--- src/rtl/nibble_serial_adder_if.sv ---
// nibble_serial_adder_if: operand/result handshake bundle for nibble_serial_adder.
// Latency: none, wires only.
// Backpressure: carries in_valid/in_ready and out_valid/out_ready pairs.
// Optional: NIBBLE_SERIAL_ADDER_SIGNED_OVF_EN adds the OVF result signal.
interface nibble_serial_adder_if #(
   parameter int WIDTH = 16
);
   logic             in_valid;
   logic             in_ready;
   logic [WIDTH-1:0] A;
   logic [WIDTH-1:0] B;
   logic             C0;
   logic             out_valid;
   logic             out_ready;
   logic [WIDTH-1:0] Sum;
   logic             C4;
`ifdef NIBBLE_SERIAL_ADDER_SIGNED_OVF_EN
   logic             OVF;
`endif

   // Adder side: consumes operands, produces results.
   modport slave (
      input  in_valid,
      input  A,
      input  B,
      input  C0,
      input  out_ready,
`ifdef NIBBLE_SERIAL_ADDER_SIGNED_OVF_EN
      output OVF,
`endif
      output in_ready,
      output out_valid,
      output Sum,
      output C4
   );

   // Requester side: supplies operands, consumes results.
   modport master (
      output in_valid,
      output A,
      output B,
      output C0,
      output out_ready,
`ifdef NIBBLE_SERIAL_ADDER_SIGNED_OVF_EN
      input  OVF,
`endif
      input  in_ready,
      input  out_valid,
      input  Sum,
      input  C4
   );
endinterface

--- src/rtl/nibble_serial_adder.sv ---
// nibble_serial_adder: WIDTH-bit add done one 4-bit slice per clock, LSB slice first.
// Latency: result valid WIDTH/4 cycles after the input handshake; II = WIDTH/4 + 2.
// Backpressure: in_ready only when idle; result held indefinitely while out_ready=0.
// Optional: NIBBLE_SERIAL_ADDER_SIGNED_OVF_EN adds a registered two's-complement OVF flag.
module nibble_serial_adder #(
   parameter int WIDTH = 16   // multiple of 4, at least 4
) (
   input  logic                 clk,
   input  logic                 rst,
   nibble_serial_adder_if.slave bus
);
   localparam int NIBBLES = WIDTH / 4;
   localparam int CW      = (NIBBLES > 1) ? $clog2(NIBBLES) : 1;
   // The accumulator holds only the slices already finished; the current slice
   // comes straight from the nibble adder, so it is WIDTH-4 bits wide.
   localparam int AW      = (WIDTH > 4) ? WIDTH - 4 : 1;
   localparam logic [CW-1:0] LAST_CNT = CW'(NIBBLES - 1);

   typedef enum logic [1:0] {IDLE, RUN, DONE} state_t;

   state_t           r_state;
   logic [WIDTH-1:0] r_a_sh;
   logic [WIDTH-1:0] r_b_sh;
   logic [AW-1:0]    r_acc;
   logic [WIDTH-1:0] r_sum;
   logic             r_carry;
   logic             r_c4;
   logic [CW-1:0]    r_cnt;

   logic [4:0]       w_nib;
   logic [WIDTH-1:0] w_result;
   logic [AW-1:0]    w_acc_next;
   logic             w_last;

`ifdef NIBBLE_SERIAL_ADDER_SIGNED_OVF_EN
   logic             r_sign_a;
   logic             r_sign_b;
   logic             r_ovf;
`endif

   // 4-bit ripple-carry slice: low nibbles of both shift registers plus the held carry.
   assign w_nib  = {1'b0, r_a_sh[3:0]} + {1'b0, r_b_sh[3:0]} + {4'd0, r_carry};
   assign w_last = (r_cnt == LAST_CNT);

   // Insert the new slice at the top of the result; on the last slice w_result is the full sum.
   generate
      if (WIDTH > 4) begin : g_wide
         assign w_result   = {w_nib[3:0], r_acc};
         assign w_acc_next = w_result[WIDTH-1:4];
      end else begin : g_narrow
         assign w_result   = w_nib[3:0];
         assign w_acc_next = '0;
      end
   endgenerate

   // Handshake flags decode registered state only, so no input reaches an output combinationally.
   assign bus.in_ready  = (r_state == IDLE);
   assign bus.out_valid = (r_state == DONE);
   assign bus.Sum       = r_sum;
   assign bus.C4        = r_c4;
`ifdef NIBBLE_SERIAL_ADDER_SIGNED_OVF_EN
   assign bus.OVF       = r_ovf;
`endif

   // Sequencer: capture operands, add one slice per cycle, hold result until consumed.
   always_ff @(posedge clk) begin
      if (rst) begin
         r_state  <= IDLE;
         r_a_sh   <= '0;
         r_b_sh   <= '0;
         r_acc    <= '0;
         r_sum    <= '0;
         r_carry  <= 1'b0;
         r_c4     <= 1'b0;
         r_cnt    <= '0;
`ifdef NIBBLE_SERIAL_ADDER_SIGNED_OVF_EN
         r_sign_a <= 1'b0;
         r_sign_b <= 1'b0;
         r_ovf    <= 1'b0;
`endif
      end else begin
         case (r_state)
            IDLE: begin
               if (bus.in_valid) begin
                  r_a_sh   <= bus.A;
                  r_b_sh   <= bus.B;
                  r_carry  <= bus.C0;
                  r_cnt    <= '0;
`ifdef NIBBLE_SERIAL_ADDER_SIGNED_OVF_EN
                  r_sign_a <= bus.A[WIDTH-1];
                  r_sign_b <= bus.B[WIDTH-1];
`endif
                  r_state  <= RUN;
               end
            end
            RUN: begin
               r_a_sh  <= r_a_sh >> 4;
               r_b_sh  <= r_b_sh >> 4;
               r_acc   <= w_acc_next;
               r_carry <= w_nib[4];
               r_cnt   <= r_cnt + CW'(1);
               if (w_last) begin
                  // Output registers only change here, so Sum/C4 stay put between results.
                  r_sum   <= w_result;
                  r_c4    <= w_nib[4];
`ifdef NIBBLE_SERIAL_ADDER_SIGNED_OVF_EN
                  r_ovf   <= (r_sign_a == r_sign_b) && (w_nib[3] != r_sign_a);
`endif
                  r_state <= DONE;
               end
            end
            DONE: begin
               if (bus.out_ready) begin
                  r_state <= IDLE;
               end
            end
            default: r_state <= IDLE;
         endcase
      end
   end
endmodule

--- src/flat_wrapper.sv ---
// flat-port wrapper written by rule: the top's interface ports become plain ports
module nibble_serial_adder_flat 
#(
   parameter int WIDTH = 16                               
)
  (clk, rst, bus_in_valid, bus_A, bus_B, bus_C0, bus_out_ready, bus_in_ready, bus_out_valid, bus_Sum, bus_C4);
  nibble_serial_adder_if #(.WIDTH(WIDTH)) bus_i ();
  input  logic clk;
  input  logic rst;
  input wire logic [$bits(bus_i.in_valid)-1:0] bus_in_valid;
  input wire logic [$bits(bus_i.A)-1:0] bus_A;
  input wire logic [$bits(bus_i.B)-1:0] bus_B;
  input wire logic [$bits(bus_i.C0)-1:0] bus_C0;
  input wire logic [$bits(bus_i.out_ready)-1:0] bus_out_ready;
  output wire logic [$bits(bus_i.in_ready)-1:0] bus_in_ready;
  output wire logic [$bits(bus_i.out_valid)-1:0] bus_out_valid;
  output wire logic [$bits(bus_i.Sum)-1:0] bus_Sum;
  output wire logic [$bits(bus_i.C4)-1:0] bus_C4;
  assign bus_i.in_valid = bus_in_valid;
  assign bus_i.A = bus_A;
  assign bus_i.B = bus_B;
  assign bus_i.C0 = bus_C0;
  assign bus_i.out_ready = bus_out_ready;
  assign bus_in_ready = bus_i.in_ready;
  assign bus_out_valid = bus_i.out_valid;
  assign bus_Sum = bus_i.Sum;
  assign bus_C4 = bus_i.C4;
  nibble_serial_adder #(.WIDTH(WIDTH)) u_core (.clk(clk), .rst(rst), .bus(bus_i));
endmodule
--- config.mk ---
export PLATFORM = sky130hd
export DESIGN_NAME = nibble_serial_adder_flat
export DESIGN_NICKNAME = d
export VERILOG_FILES = /design/src/rtl/nibble_serial_adder_if.sv /design/src/rtl/nibble_serial_adder.sv /design/src/flat_wrapper.sv
export SDC_FILE = /design/constraint.sdc
export NUM_CORES = 1
export LEC_CHECK = 0
export CORE_AREA = 2 2 77 79
export DETAILED_ROUTE_END_ITERATION = 12
export DIE_AREA = 0 0 79 81
export PLACE_DENSITY = 0.92
export SYNTH_ARGS = -nofsm -noshare
export SYNTH_HDL_FRONTEND = slang
export SYNTH_SLANG_ARGS = --single-unit
--- constraint.sdc ---
create_clock -name clk -period 2.9 [get_ports clk]
set_input_delay 0.725 -clock clk [delete_from_list [all_inputs] [get_ports clk]]
set_output_delay 0.725 -clock clk [all_outputs]
set_load 0.02 [all_outputs]
After elaboration in Yosys (flattened, before gate mapping) --
Index checks and enable logic that the tools add are counted.
Storage, ports and cells: memories 0, memory bits (read-only) 0, RAM bits 0, input bits 37, output and inout port bits 19, word-level logic and storage cells 34, latch bits 0, register bits after elaboration 66
Cells by class: reductions and logical operators 5, multipliers 0, equality and inequality tests 6, div/mod/pow operators 0, order comparisons 0, shifts and indexed selects 0, add/subtract/negate cells 3, bitwise logic cells 0, multiplexer cells 12
Operator list (count):
- one-hot mux 16 bit (2 select lines) | 2
- 2-to-1 mux 16 bit | 2
- 2-to-1 mux 2 bit | 4
- one-hot mux 2 bit (3 select lines) | 1
- adder 4 x 4 -> 5 bit | 1
- adder 5 x 1 -> 5 bit | 1
- == test 2 bit (second input constant) | 2
- inequality test 2 bit (second input constant) | 2
- one-hot mux 2 bit (2 select lines) | 1
- AND reduction 2 bit | 2
- AND reduction 3 bit | 1
- adder 2 x 1 -> 2 bit (second input constant) | 1
- == test 2 x 1 -> 1 bit (second input constant) | 1
- zero test 2 bit | 1
- inequality test 2 x 1 -> 1 bit (second input constant) | 1
- one-hot mux 1 bit (2 select lines) | 1
- nonzero test 2 bit | 1
- 2-to-1 mux 1 bit | 1

Depth between registers and ports, before layout --
Gate-level depths: netlist (run 1).
word-level depth 3, depth in mapped cells 6, depth with buffers taken out 6

Least setup slack after synthesis (run 1) --
Ideal clock, no wire load.
path type register to output, start point reg u_core.r_state[0], end point out bus_in_ready, buffers on the path 3, data arrival time 0.957 ns, path slack 1.218 ns, stages on the path, launching flop included 5, cells stage by stage dfxtp_1 > buf_6 > buf_6 > buf_6 > nor2_1
Between the ends: word-level cells in the longest chain between the ends 1
RTL lines:
- start, declared | line nibble_serial_adder.sv:21 | state_t r_state;
- start signal, assigned | line nibble_serial_adder.sv:68 | r_state <= IDLE;
- start signal, assigned | line nibble_serial_adder.sv:93 | r_state <= RUN;
- start signal, assigned | line nibble_serial_adder.sv:109 | r_state <= DONE;
- zero test 2 bit | line nibble_serial_adder.sv:57 | assign bus.in_ready = (r_state == IDLE);
- end, declared | line flat_wrapper.sv:15 | output wire logic [$bits(bus_i.in_ready)-1:0] bus_in_ready;
Every way passes these cells.

Final worst setup path (run 1) --
start point reg u_core.r_state[1], end point out bus_out_valid
Between the ends: word-level cells in the longest chain between the ends 1
RTL lines:
- == test 2 bit | line nibble_serial_adder.sv:58 | assign bus.out_valid = (r_state == DONE);
- end, declared | line flat_wrapper.sv:16 | output wire logic [$bits(bus_i.out_valid)-1:0] bus_out_valid;
Every way passes these cells.

==> results, run 1 <==
- Using the TritonRoute via totals, the vias-per-cell ratio works out to about 5.5.
- The part of the Yosys area used for sequential elements is 43.7%.
- For this run, global-route usage on met2 was measured as between 30% and 40%.
- The total net switching power is 505 µW.
- The final routed DRC violation total is 0.
- The initial utilization of the core area, before any placement, comes to 53.3%.
- The arrival time of the worst setup path is roughly 1700 ps.
- The post-place instance area is about 3500 µm².
- The number of global-route vias before repair is about 2400.
- TritonCTS built the clock tree.
- After synthesis, the largest family of logic cells by area is compound AO/OA/AOI/OAI gates.
- The total half-perimeter wirelength after legalization and detailed placement is ~4.3 mm.
- Once layout is complete, the cells apart from fillers number 465.
- For this design, the CTS-stage hold fixing added 0 buffers.
- The total congestion overflow is 0.
- The H-tree depth is 3.
- The switching power share of the total is between 20% and 30%.
- The root buffer selected by CTS is clkbuf_8.
- The first-pass detailed-route iteration total is 7.
- The hold path depth is 2.
- Buffers added to address setup during post-CTS repair amount to 0.
- The number of clock sinks is between 60 and 70.
- The relative max-transition margin is 58.3%.
- In this run the most used layer during global routing was met2.
- In this run, the number of DRC markers left after iteration 0 of detailed routing was around 120.
- The launch point of the critical path is u_core.r_state[1].
- Timing analysis after detailed placement gives a worst setup slack of 676 ps.
- Across the run, the number of max-cap violations was 0.
- Setup slack closes at a little under 500 ps.
- The congestion estimate from routability-driven global placement came to about 0.8.
- The total of cells resized after clock tree synthesis is 0.
- The class of the tightest hold or removal check is reg -> reg.
- Synthesis produced a netlist with a net count of roughly 390.
- The kind of capture point of the worst setup path is an output pin.
- The element type at the critical path start is a flop.
- In this run the horizontal extent of the chip is a little under 80 µm.
- The initial antenna violation count is 0.
- Global routing used 3.33% of the available met3 tracks.
- The via count of the routed design is ~2600.
- Sequential cells burn a little under half of the power.
- The total power divided by cell area is 563 nW/µm².
- The worst register-to-register path has a setup slack of ~930 ps.
- The synthesized design contains 66 register bits.
- The synthesized-area fraction occupied by adder cells is approximately 3%.
- The overall routing resource usage is around 22%.
- Between clock sinks in the finished design, the worst skew comes to about 10 ps.
- The setup TNS after final layout is 0 ps.
- Counting along the longest clock path gives a buffer depth of 2.
- Clock-pin slew was measured on the worst setup and hold paths at ~70 ps.
- For the pin with the worst max-slew slack, the measured transition is ~630 ps.
- In the finished design, the share of the clock period the worst path needs comes to 83.0%.
- The fraction of synthesized area in multiplexers is 0.661%.
- The remaining antenna violation count is 0.
- In this run the tool buffered the top-level ports with 55 buffer cells.
- The startpoint identified for the worst hold timing path is u_core.bus.Sum[12].
- The largest fanout on the critical path is 9.
- The clock latency on the worst-skew pair is 350 ps.
- The flow ran to the end, and the final reports show no timing, DRC or antenna violations.
- The leakage power total is about 1.4 nW.
- The synthesis-to-layout area growth is 23.4%.
- The floorplan die area is around 6400 µm².
- Per report_power, the clock group accounts for between 40% and 50% of the total.
- Buffers inserted during clock tree synthesis total 9.
- The number of placed instances, taps included is 449.
- The count of pins on the block boundary is 56.
- Yosys printed 0 warnings.
- Cell internal power was estimated by the tool at about 1.6 mW.
- IR analysis of the VDD net gives a maximum drop of about 320 µV.
- The startpoint identified for the worst register-to-register timing path is u_core.r_state[1].
- The endpoint identified for the worst register-to-register timing path is u_core.bus.Sum[15].
- Entering global routing, the biggest net connects 62 pins.
- The final standard cell area without fillers is between 3000 and 4000 µm².
- Static timing analysis puts the maximum clock frequency at around 420 MHz.
- The synthesized netlist devotes less than 1% of its cell area to XOR and XNOR gates.
- The layout net count is between 400 and 500.
- The combinational share of power is around an eighth.
- The count of final max-slew check failures was 0.
- The worst-case reg-to-reg path depth is 4.
- The first-pass GRT wire length is around 11 mm.
- After Yosys synthesis, and, or, nand and nor cells account for a little over a fifth of the synthesized area.
- For this block, the routed nets add up to 6.41 mm of wire.
- The number of antenna diodes in the final layout is 0.
- In this run the mean area of a mapped cell was ~8.8 µm².
- The wire length per cell is around 14 µm.
- Global routing consumed, on the met1 layer, 26.7% of the routing resources.
- The capturing instance or port of the critical path is bus_out_valid.
- Of the cells placed in the final design, the portion with a size suffix greater than 1 is ~9.0%.
- The number of hold-slack violations in the final timing report is 0.
- Setup repair after global routing left no endpoint under its margin.
- From bottom edge to top edge, the die measures 81 µm.
- Synthesis produced a netlist whose cell count is roughly 340.
- Summing every instance area after synthesis gives 3030 µm².
- Setup violations remaining at the end of the flow were counted as 0.
- The synthesized netlist devotes around 23% of its cell area to compound gates.
- The worst setup path is of the reg -> out kind.
- In this run the core area contains 28 standard-cell rows.
- The clock period could shrink to 2410 ps.
- The number of distinct standard cells referenced by the synthesized netlist is 39.
- The placeable core region is around 5700 µm².
- For this run, the share of the core covered by cells in the final layout is between 60% and 70%.
- Data on the critical path is required at its endpoint by approximately 2200 ps.
-- state kept, by name (all words and copies together) (netlist names) --
signal	count
u_core.bus.C4	1
u_core.r_acc	12
u_core.r_carry	1
u_core.bus.Sum	16
u_core.r_b_sh	16
u_core.r_cnt	2
u_core.r_state	2
u_core.r_a_sh	16
-- per-stage QoR --
step | power (mW) | hold slack, ps
3_3_place_gp | 1.26 | 442
6_report | 2.10 | 456
5_1_grt | 2.18 | 476
2_1_floorplan | 1.19 | 432
4_1_cts | 2.11 | 456
3_5_place_dp | 1.27 | 447
-- worst max-delay path, stage by stage (launching register included) --
cell             delay [ps]
dfxtp_1                 510
nor2b_1                 210
clkdlybuf4s50_1         620
-- cell families (layout without fill, tap and decap cells) --
group / Yosys count / after routing
AND/OR/NAND/NOR: 134 / 134
multiplexers: 2 / 2
flip-flops: 66 / 66
buffers and inverters: 37 / 83
XOR/XNOR: 1 / 1
AO/OA/AOI/OAI: 98 / 98
adder cells (fa/ha/maj): 6 / 6
-- area by class of cell --
type	count	area (µm²)
Clock buffer	11	141
Timing Repair Buffer	61	596
Tap cell	75	93.8
Sequential cell	66	1320
Clock inverter	5	77.6
Inverter	6	22.5
Multi-Input combinational cell	241	1480
Fill cell	482	1940
-- power groups by stage --
stage / Combinational [mW] / Clock, mW / Sequential (mW)
6_report: 0.267 / 0.848 / 0.987
3_5_place_dp: 0.265 / 0 / 1.01
4_1_cts: 0.269 / 0.858 / 0.987
2_1_floorplan: 0.196 / 0 / 0.997
5_1_grt: 0.299 / 0.891 / 0.993
3_3_place_gp: 0.258 / 0 / 1.00
-- worst min path at each step --
stage,to,slack [ps]
floorplan,u_core.bus.Sum[0],430
global placement,u_core.bus.Sum[4],440
detailed placement,u_core.bus.Sum[12],450
CTS,u_core.bus.Sum[1],460
global route,u_core.bus.Sum[5],480
finish,u_core.bus.Sum[12],460
-- per-layer routing --
metal / vias to the layer above / routed length [µm]
met3: 9 / 225
met1: 1221 / 2720
met4: 0 / 107
met5: - / 0
li1: 1277 / -
met2: 61 / 3360
-- synth_stat cells (all sizes together) --
library cell / count / area, µm²
dfxtp: 66 / 1320
a21oi: 54 / 270
nand2: 52 / 195
nor2: 34 / 128
nor2b: 27 / 169
o221a: 24 / 270
buf: 17 / 146
clkbuf: 14 / 55.1
nand2b: 6 / 37.5
a22oi: 5 / 37.5
inv: 5 / 18.8
nand3b: 5 / 50.1
a21o: 4 / 30.0
ha: 4 / 50.1
nand3: 3 / 15.0
a211oi: 2 / 15.0
a311oi: 2 / 17.5
fa: 2 / 40.0
mux2i: 2 / 20.0
o21ai: 2 / 10.0
a2111o: 1 / 11.3
a2111oi: 1 / 10.0
a311o: 1 / 10.0
and2b: 1 / 7.51
and3b: 1 / 8.76
and4: 1 / 8.76
clkinv: 1 / 3.75
nand4: 1 / 6.26
nor3: 1 / 5.00
nor3b: 1 / 18.8
o21ba: 1 / 10.0
o21bai: 1 / 11.3
or4b: 1 / 10.0
xnor2: 1 / 8.76
-- layout by cell type (no fill, tap or decap), drive strengths merged --
cell / instances
a2111o: 1
a2111oi: 1
a211oi: 2
a21o: 4
a21oi: 54
a22oi: 5
a311o: 1
a311oi: 2
and2b: 1
and3b: 1
and4: 1
buf: 6
bufinv: 2
clkbuf: 11
clkdlybuf4s50: 55
clkinv: 3
clkinvlp: 1
dfxtp: 66
fa: 2
ha: 4
inv: 5
mux2i: 2
nand2: 52
nand2b: 6
nand3: 3
nand3b: 5
nand4: 1
nor2: 34
nor2b: 27
nor3: 1
nor3b: 1
o21ai: 2
o21ba: 1
o21bai: 1
o221a: 24
or4b: 1
xnor2: 1
Note: power is estimated with default switching activity, not from simulation.
==> inputs of run 2 (changes only) <==
CORE_AREA = 2 2 84 86   (was 2 2 77 79)
DIE_AREA = 0 0 86 88   (was 0 0 79 81)
PLACE_DENSITY = 0.83   (was 0.92)
clock period = 2.21 ns   (was 2.9 ns; I/O delays follow)
==> run 2 against run 1 <==
  * First-iteration DRC count grew 6.9%
  * Core utilization shrank 8.8 points
  * Combinational power grew 35%
  * Via count shrank 0.51%
  * Non-clock buffer count grew 5
  * Largest power group unchanged
  * Global-route usage shrank 3.5 points
  * Highest routed layer unchanged
  * Largest cell class unchanged
  * Design area grew 1.4%
  * Cell count grew 2.2%
==> results, run 2 (synthesis gave the netlist of run 1 again) <==
- After detailed routing, the average wire length per cell comes to 13.9 µm.
- The launch point of the worst hold path is u_core.bus.Sum[7].
- After global routing the overflow that remains totals 0.
- The first-pass GRT wire length is around 11 mm.
- The die covers roughly 7600 µm².
- The final count of negative-setup-slack endpoints is 0.
- The count of buffers added on input and output ports is 55.
- The launch instance of the worst register-to-register path is u_core.r_state[0].
- Based on the critical path, the design can be clocked at up to around 490 MHz.
- The analysis attributes to cell leakage a power of approximately 1.4 nW.
- The clock tree buffer depth is 2.
- The element type at the critical path start is a flop.
- The setup TNS after final layout is 0 ps.
- The worst slack at placement is about 290 ps.
- The routability-driven placement congestion ratio is approximately 0.80.
- The routed layout has around 2600 vias.
- The share of cells above drive strength 1 is 10.4%.
- After detailed routing, the number of remaining DRC violations is 0.
- Once the clock tree was built, the resizer swapped 0 gates to a different size.
- The core region is around 6600 µm².
- The H-tree was split into 3 levels.
- In this run the power density over the cells is about 740 nW/µm².
- The detailed router finished its first iteration with 124 violations.
- The count of final max-slew check failures is 0.
- At the pin with the least slew margin, the transition time is approximately 660 ps.
- The count of pins on the block boundary is 56.
- CTS placed an instance of clkbuf_8 at the clock tree root.
- Dividing the final minimum period by the clock period gives 92.8%.
- The launch point of the critical path is u_core.r_state[0].
- The clock arrives with about 4.7 ps of skew.
- The class of the tightest hold or removal check is reg -> reg.
- The relative max-transition margin is a little under three fifths.
- The largest fanout on the critical path is 7.
- After layout, the worst setup slack is around 160 ps.
- Clock tree synthesis inserted a total of 9 buffers.
- Across the run, the number of max-cap violations was 0.
- The maximum vdd drop is approximately 370 µV.
- The arrival time of the worst setup path is 1500 ps.
- The later pin in the worst-skew pair is clocked with a latency of about 350 ps.
- Using the TritonRoute via totals, the vias-per-cell ratio works out to between 5 and 6.
- Leaving out fill and tap cells, the most frequent cells in the layout are dfxtp_1, clkdlybuf4s50_1, a21oi_1.
- The area of the multi-input gates is approximately 1500 µm².
- The number of setup buffers added after CTS is 0.
- The layout has just under 600 filler cells.
- The largest single stage delay on the critical path is between 600 and 700 ps.
- The TritonCTS clock tree is built.
- The remaining antenna violation count is 0.
- The synthesis-to-layout area growth is 25.1%.
- The vertical extent of the die is about 90 µm.
- The wire-length estimate of the detail-placed layout is 4.44 mm.
- The sum of routed wire length over all layers is approximately 6.6 mm.
- The cell family contributing the most delay on the critical path is buffers and inverters.
- The highest-delay cell along the critical path is clkdlybuf4s50_1.
- The count of buffering cells on the critical path with inverters included is 1.
- The critical path in this run is classified as reg -> out.
- The first-pass detailed-route iteration total is 5.
- The die is ~86 µm wide.
- 0 antenna diodes ended up in the layout.
- The sequential cells in the finished layout cover a total of 1320 µm².
- The number of global-route vias before repair is between 2000 and 2500.
- The number of hold-slack violations in the final timing report is 0.
- The kind of capture point of the worst setup path is an output pin.
- Data on the critical path is required at its endpoint by approximately 1700 ps.
- The largest net degree at the start of global routing is 46.
- The flow ran to the end, and the final reports show no timing, DRC or antenna violations.
- The effective utilization at floorplan is around 46%.
- Setup repair after global routing left no endpoint under its margin.
- The layout net count is about 430.
- The clock transition time at the flip-flop clock pins of the worst setup and hold paths is approximately 80 ps.
- The signal on the critical path passes through nor2_1, clkdlybuf4s50_1.
- The worst hold slack after final layout is around 450 ps.
- The initial antenna violation count was 0.
- The smallest clock period supported by the final layout is computed as 2050 ps.
- The clock drives 66 sinks.
- The final core utilization is around 57%.
- Global routing consumed, over all layers together, a little under a fifth of the routing resources.
- The number of hold-repair buffers added at the cts stage is 0.
- The most common library cell in the layout ignoring fill and taps is dfxtp_1.
- Row generation in the floorplan step produced 30 rows.
run 2: cell count changes in the layout (fill, tap and decap cells not counted):
cell,before,now
buf_4,6,11
clkbuf_1,1,0
clkbuf_8,10,9
clkinv_2,2,0
clkinv_4,0,3
inv_6,0,1
run 2: routing by layer:
| layer | global-route usage [%] | vias to the layer above | wire length [µm] |
|---|---|---|---|
| met2 | 30.4 | 62 | 3210 |
| li1 | - | 1287 | - |
| met4 | 6.64 | 0 | 96 |
| met3 | 4.71 | 9 | 283 |
| met5 | 0 | - | 0 |
| met1 | 22.6 | 1197 | 3020 |
run 2: power breakdown:
| group | internal, mW | switching [mW] |
|---|---|---|
| clock network | 0.644 | 0.506 |
| logic | 0.190 | 0.172 |
| registers | 1.25 | 0.0434 |
| total | 2.09 | 0.721 |
run 2: cell type report:
type | count | area share, %
Multi-Input combinational cell | 241 | 39.1
Sequential cell | 66 | 34.9
Timing Repair Buffer | 66 | 16.7
Clock buffer | 9 | 3.27
Clock inverter | 7 | 2.71
Tap cell | 80 | 2.64
Inverter | 6 | 0.595
run 2: worst register-to-register path: stages (launching register included):
cell and delay, ps:
dfxtp_2 380, buf_4 380, and3b_1 670, and4_1 310
a311o_1 120
run 2: final timing paths:
path | cells past startpoint | to | slack (ps)
setup / recovery | 2 | bus_in_ready | 160
hold / removal | 2 | u_core.bus.Sum[7] | 450
setup reg to reg | 4 | u_core.bus.Sum[15] | 290
hold reg to reg | 2 | u_core.bus.Sum[7] | 450
run 2: per-stage QoR:
| step | power [mW] | area [µm²] | std cells |
|---|---|---|---|
| after floorplan | 1.57 | 3030 | 344 |
| after global placement | 1.67 | 3560 | 459 |
| after detailed placement | 1.68 | 3560 | 459 |
| after CTS | 2.82 | 3790 | 475 |
| after global routing | 2.93 | 3790 | 475 |
| final | 2.81 | 3790 | 475 |
==> variant, RTL diff (config.mk and constraints of run 2) <==
Encoding of `state_t`: now one-hot (3 bits for 3 states).
--- a/src/rtl/nibble_serial_adder.sv
+++ b/src/rtl/nibble_serial_adder.sv
@@ -16,7 +16,7 @@
    localparam int AW      = (WIDTH > 4) ? WIDTH - 4 : 1;
    localparam logic [CW-1:0] LAST_CNT = CW'(NIBBLES - 1);
 
-   typedef enum logic [1:0] {IDLE, RUN, DONE} state_t;
+   typedef enum logic [2:0] {IDLE = 3'b001, RUN = 3'b010, DONE = 3'b100} state_t;
 
    state_t           r_state;
    logic [WIDTH-1:0] r_a_sh;
Formal check against the unedited RTL: same outputs for any inputs over 10 cycles, from zero or initial values and one cycle with rst high; not proved beyond that.
==> variant against run 2 <==
- highest routed layer unchanged
- total power is 7.8% lower
- sequential cell count is 1 higher
- routed wire length is 7.9% lower
- setup slack better by 0.089 ns
- area after synthesis is 3.9% lower
- cell area is 3.5% lower
- critical endpoint is now bus_out_valid
- sequential share of layout area is 1.8 points higher
==> variant: results (changes against run 2) <==
For the largest net degree at the start of global routing, the log shows 66 (was 46). The total vias in the final route is 2503 (was 2555), and the placement-stage cell area is 3470 µm² (was 3560 µm²). The run gives 0 (unchanged) as the number of inserted diodes.

The distinct cell type count after synthesis is 35 (was 39). The number of nets with antenna violations after detailed routing was 0 (unchanged). The async set or reset register ratio after synthesis was 0 (unchanged); the number of design-rule violations left by the first detailed-router iteration was 111 (was 124).

The worst setup slack before clock tree synthesis is 0.277 ns (was 0.290 ns), and the part of the Yosys area used for sequential elements is 0.461 (was 0.437). The data arrival at the endpoint of the critical path is 1.41 ns (was 1.50 ns). The beginning of the critical path is u_core.r_state[1] (was u_core.r_state[0]). At the later pin of the worst-skew pair, clock insertion delay measures 0.34 ns.

Worst-margin pin slew: 0.483 ns (was 0.660 ns). The largest delay contributor family on the critical path is flip-flops (was buffers and inverters). The tools report the deepest level of the CTS H-tree as 3 (unchanged).

The logs give 4180 µm (was 4440 µm) for the total half-perimeter wirelength after legalization and detailed placement and 0 (unchanged) for the synthesis warning total. The worst stage delay on the critical path came out at 0.41 ns (was 0.64 ns). The final-stage net count was 438 (was 433).

The tools report the root buffer cell as clkbuf_8 (unchanged). The dominant register cell in the synthesized netlist was dfxtp_1 (unchanged). The worst vdd rail ir drop is 0.000451 V (was 0.000371 V), and the number of global-route vias before repair is 2416 (was 2340). The flow ran to the end, and the final reports show no timing, DRC or antenna violations. The tools report the startpoint of the lowest-slack hold path as u_core.bus.Sum[11] (was u_core.bus.Sum[7]).

The run gives 0 (unchanged) as the number of antenna violations at the first check in global routing. The mean routed wirelength per cell works out to 12.7 µm (was 13.9 µm). The cell type of the slowest stage on the worst timing path is dfxtp_1 (was clkdlybuf4s50_1). The synthesized netlist net count is 395 (was 387), and the fraction of layout cells with a size suffix above 1 is 0.0754 (was 0.104). The deepest clock path buffer count was 2 (unchanged). Path class of the lowest-slack min-delay path: register to register (unchanged). The worst clock skew is 0.00517 ns (was 0.00473 ns), and the global placer's final weighted congestion is 0.820 (was 0.804). The TritonCTS buffer count was 9 (unchanged); the number of fill cells in the layout was 618 (was 592).

Total iterations of the first detailed-routing run: 4 (was 5). The leakage power figure was 1.31 nW (was 1.41 nW). Top cells by instance count after synthesis: nand2_1 (114), dfxtp_1 (67), a21oi_1 (36), nor3_1 (26), a311oi_1 (24) (was dfxtp_1 (66), a21oi_1 (54), nand2_1 (52), nor2_1 (34), nor2b_1 (27)). For the total track usage, the log shows 0.174 (was 0.181).

Top cells by area, synth: dfxtp_1 (46%), nand2_1 (15%), a311oi_1 (7.2%) (was dfxtp_1 (44%), a21oi_1 (8.9%), nand2_1 (6.4%)). Clock-pin transition on the worst setup and hold timing paths: 0.06 ns (was 0.08 ns). The wire length of the first global-routing pass was 10300 µm (was 10800 µm); the quantity of I/O buffers inserted on ports was 55 (unchanged). The maximum fanout along the worst path is 12 (was 7).
## variant: changes by cell type in the layout (fill, tap and decap cells not counted), sizes merged, moves of 18 or more
cell    change
nand2      +63
nor2       -30
nor2b      -25
nor3       +25
o221a      -24
a311oi     +22
a21oi      -18
## variant: cell families (layout without fill, tap and decap cells)
kind of cell    after synthesis  after routing  synth area share
fa+ha+maj                     6              6            0.0310
xor+xnor                      1              1           0.00301
flops                        67             67             0.461
buf+inv                      38             84            0.0744
compound gates               73             73             0.173
simple gates                167            167             0.258
## variant: worst min-delay path, stage by stage (launching register included)
cell and delay (ns):
dfxtp_1 0.31, nand2_1 0.05, a21oi_1 0.05
## variant: area by class of cell
class                      instances  area, µm²  share of cell area
clock inverter                     3       40.0              0.0110
tap                               80        100              0.0274
multi-input combinational        247       1360               0.373
timing repair buffer              66        654               0.179
sequential                        67       1340               0.367
clock buffer                      11        141              0.0387
inverter                           4       15.0             0.00411
## variant: final timing paths
| check | end | slack (ns) | cells past startpoint |
|---|---|---|---|
| max | bus_out_valid | 0.25 | 2 |
| min reg2reg | u_core.bus.Sum[11] | 0.45 | 2 |
| max reg2reg | u_core.r_a_sh[9] | 0.32 | 3 |
| min | u_core.bus.Sum[11] | 0.45 | 2 |
## variant: through the flow
step	hold slack, ns	power, W	cells
after CTS	0.456	0.00261	478
after detailed placement	0.447	0.00166	464
after global placement	0.442	0.00165	464
after global routing	0.475	0.00271	478
final	0.452	0.00259	478
after floorplan	0.432	0.00155	352
## variant: layer usage
metal,up-vias,share of wire,track usage
met1,1121,0.44,0.182
met5,-,0,0
li1,1302,-,-
met3,6,0.060,0.0669
met2,74,0.48,0.316
met4,0,0.012,0.0678
## variant: what timing repair did
item,4_1_cts,5_1_grt
endpoints found under the hold margin,0,0
resized for setup,1,1
gates cloned,0,0
endpoints found under the setup margin,1,1
buffers inserted,0,0
## variant: where the power goes
group	internal [W]	switching [W]	total, W
Combinational	0.000162	0.000163	0.000325
Clock	0.000535	0.000418	0.000953
Sequential	0.00127	0.0000385	0.00131
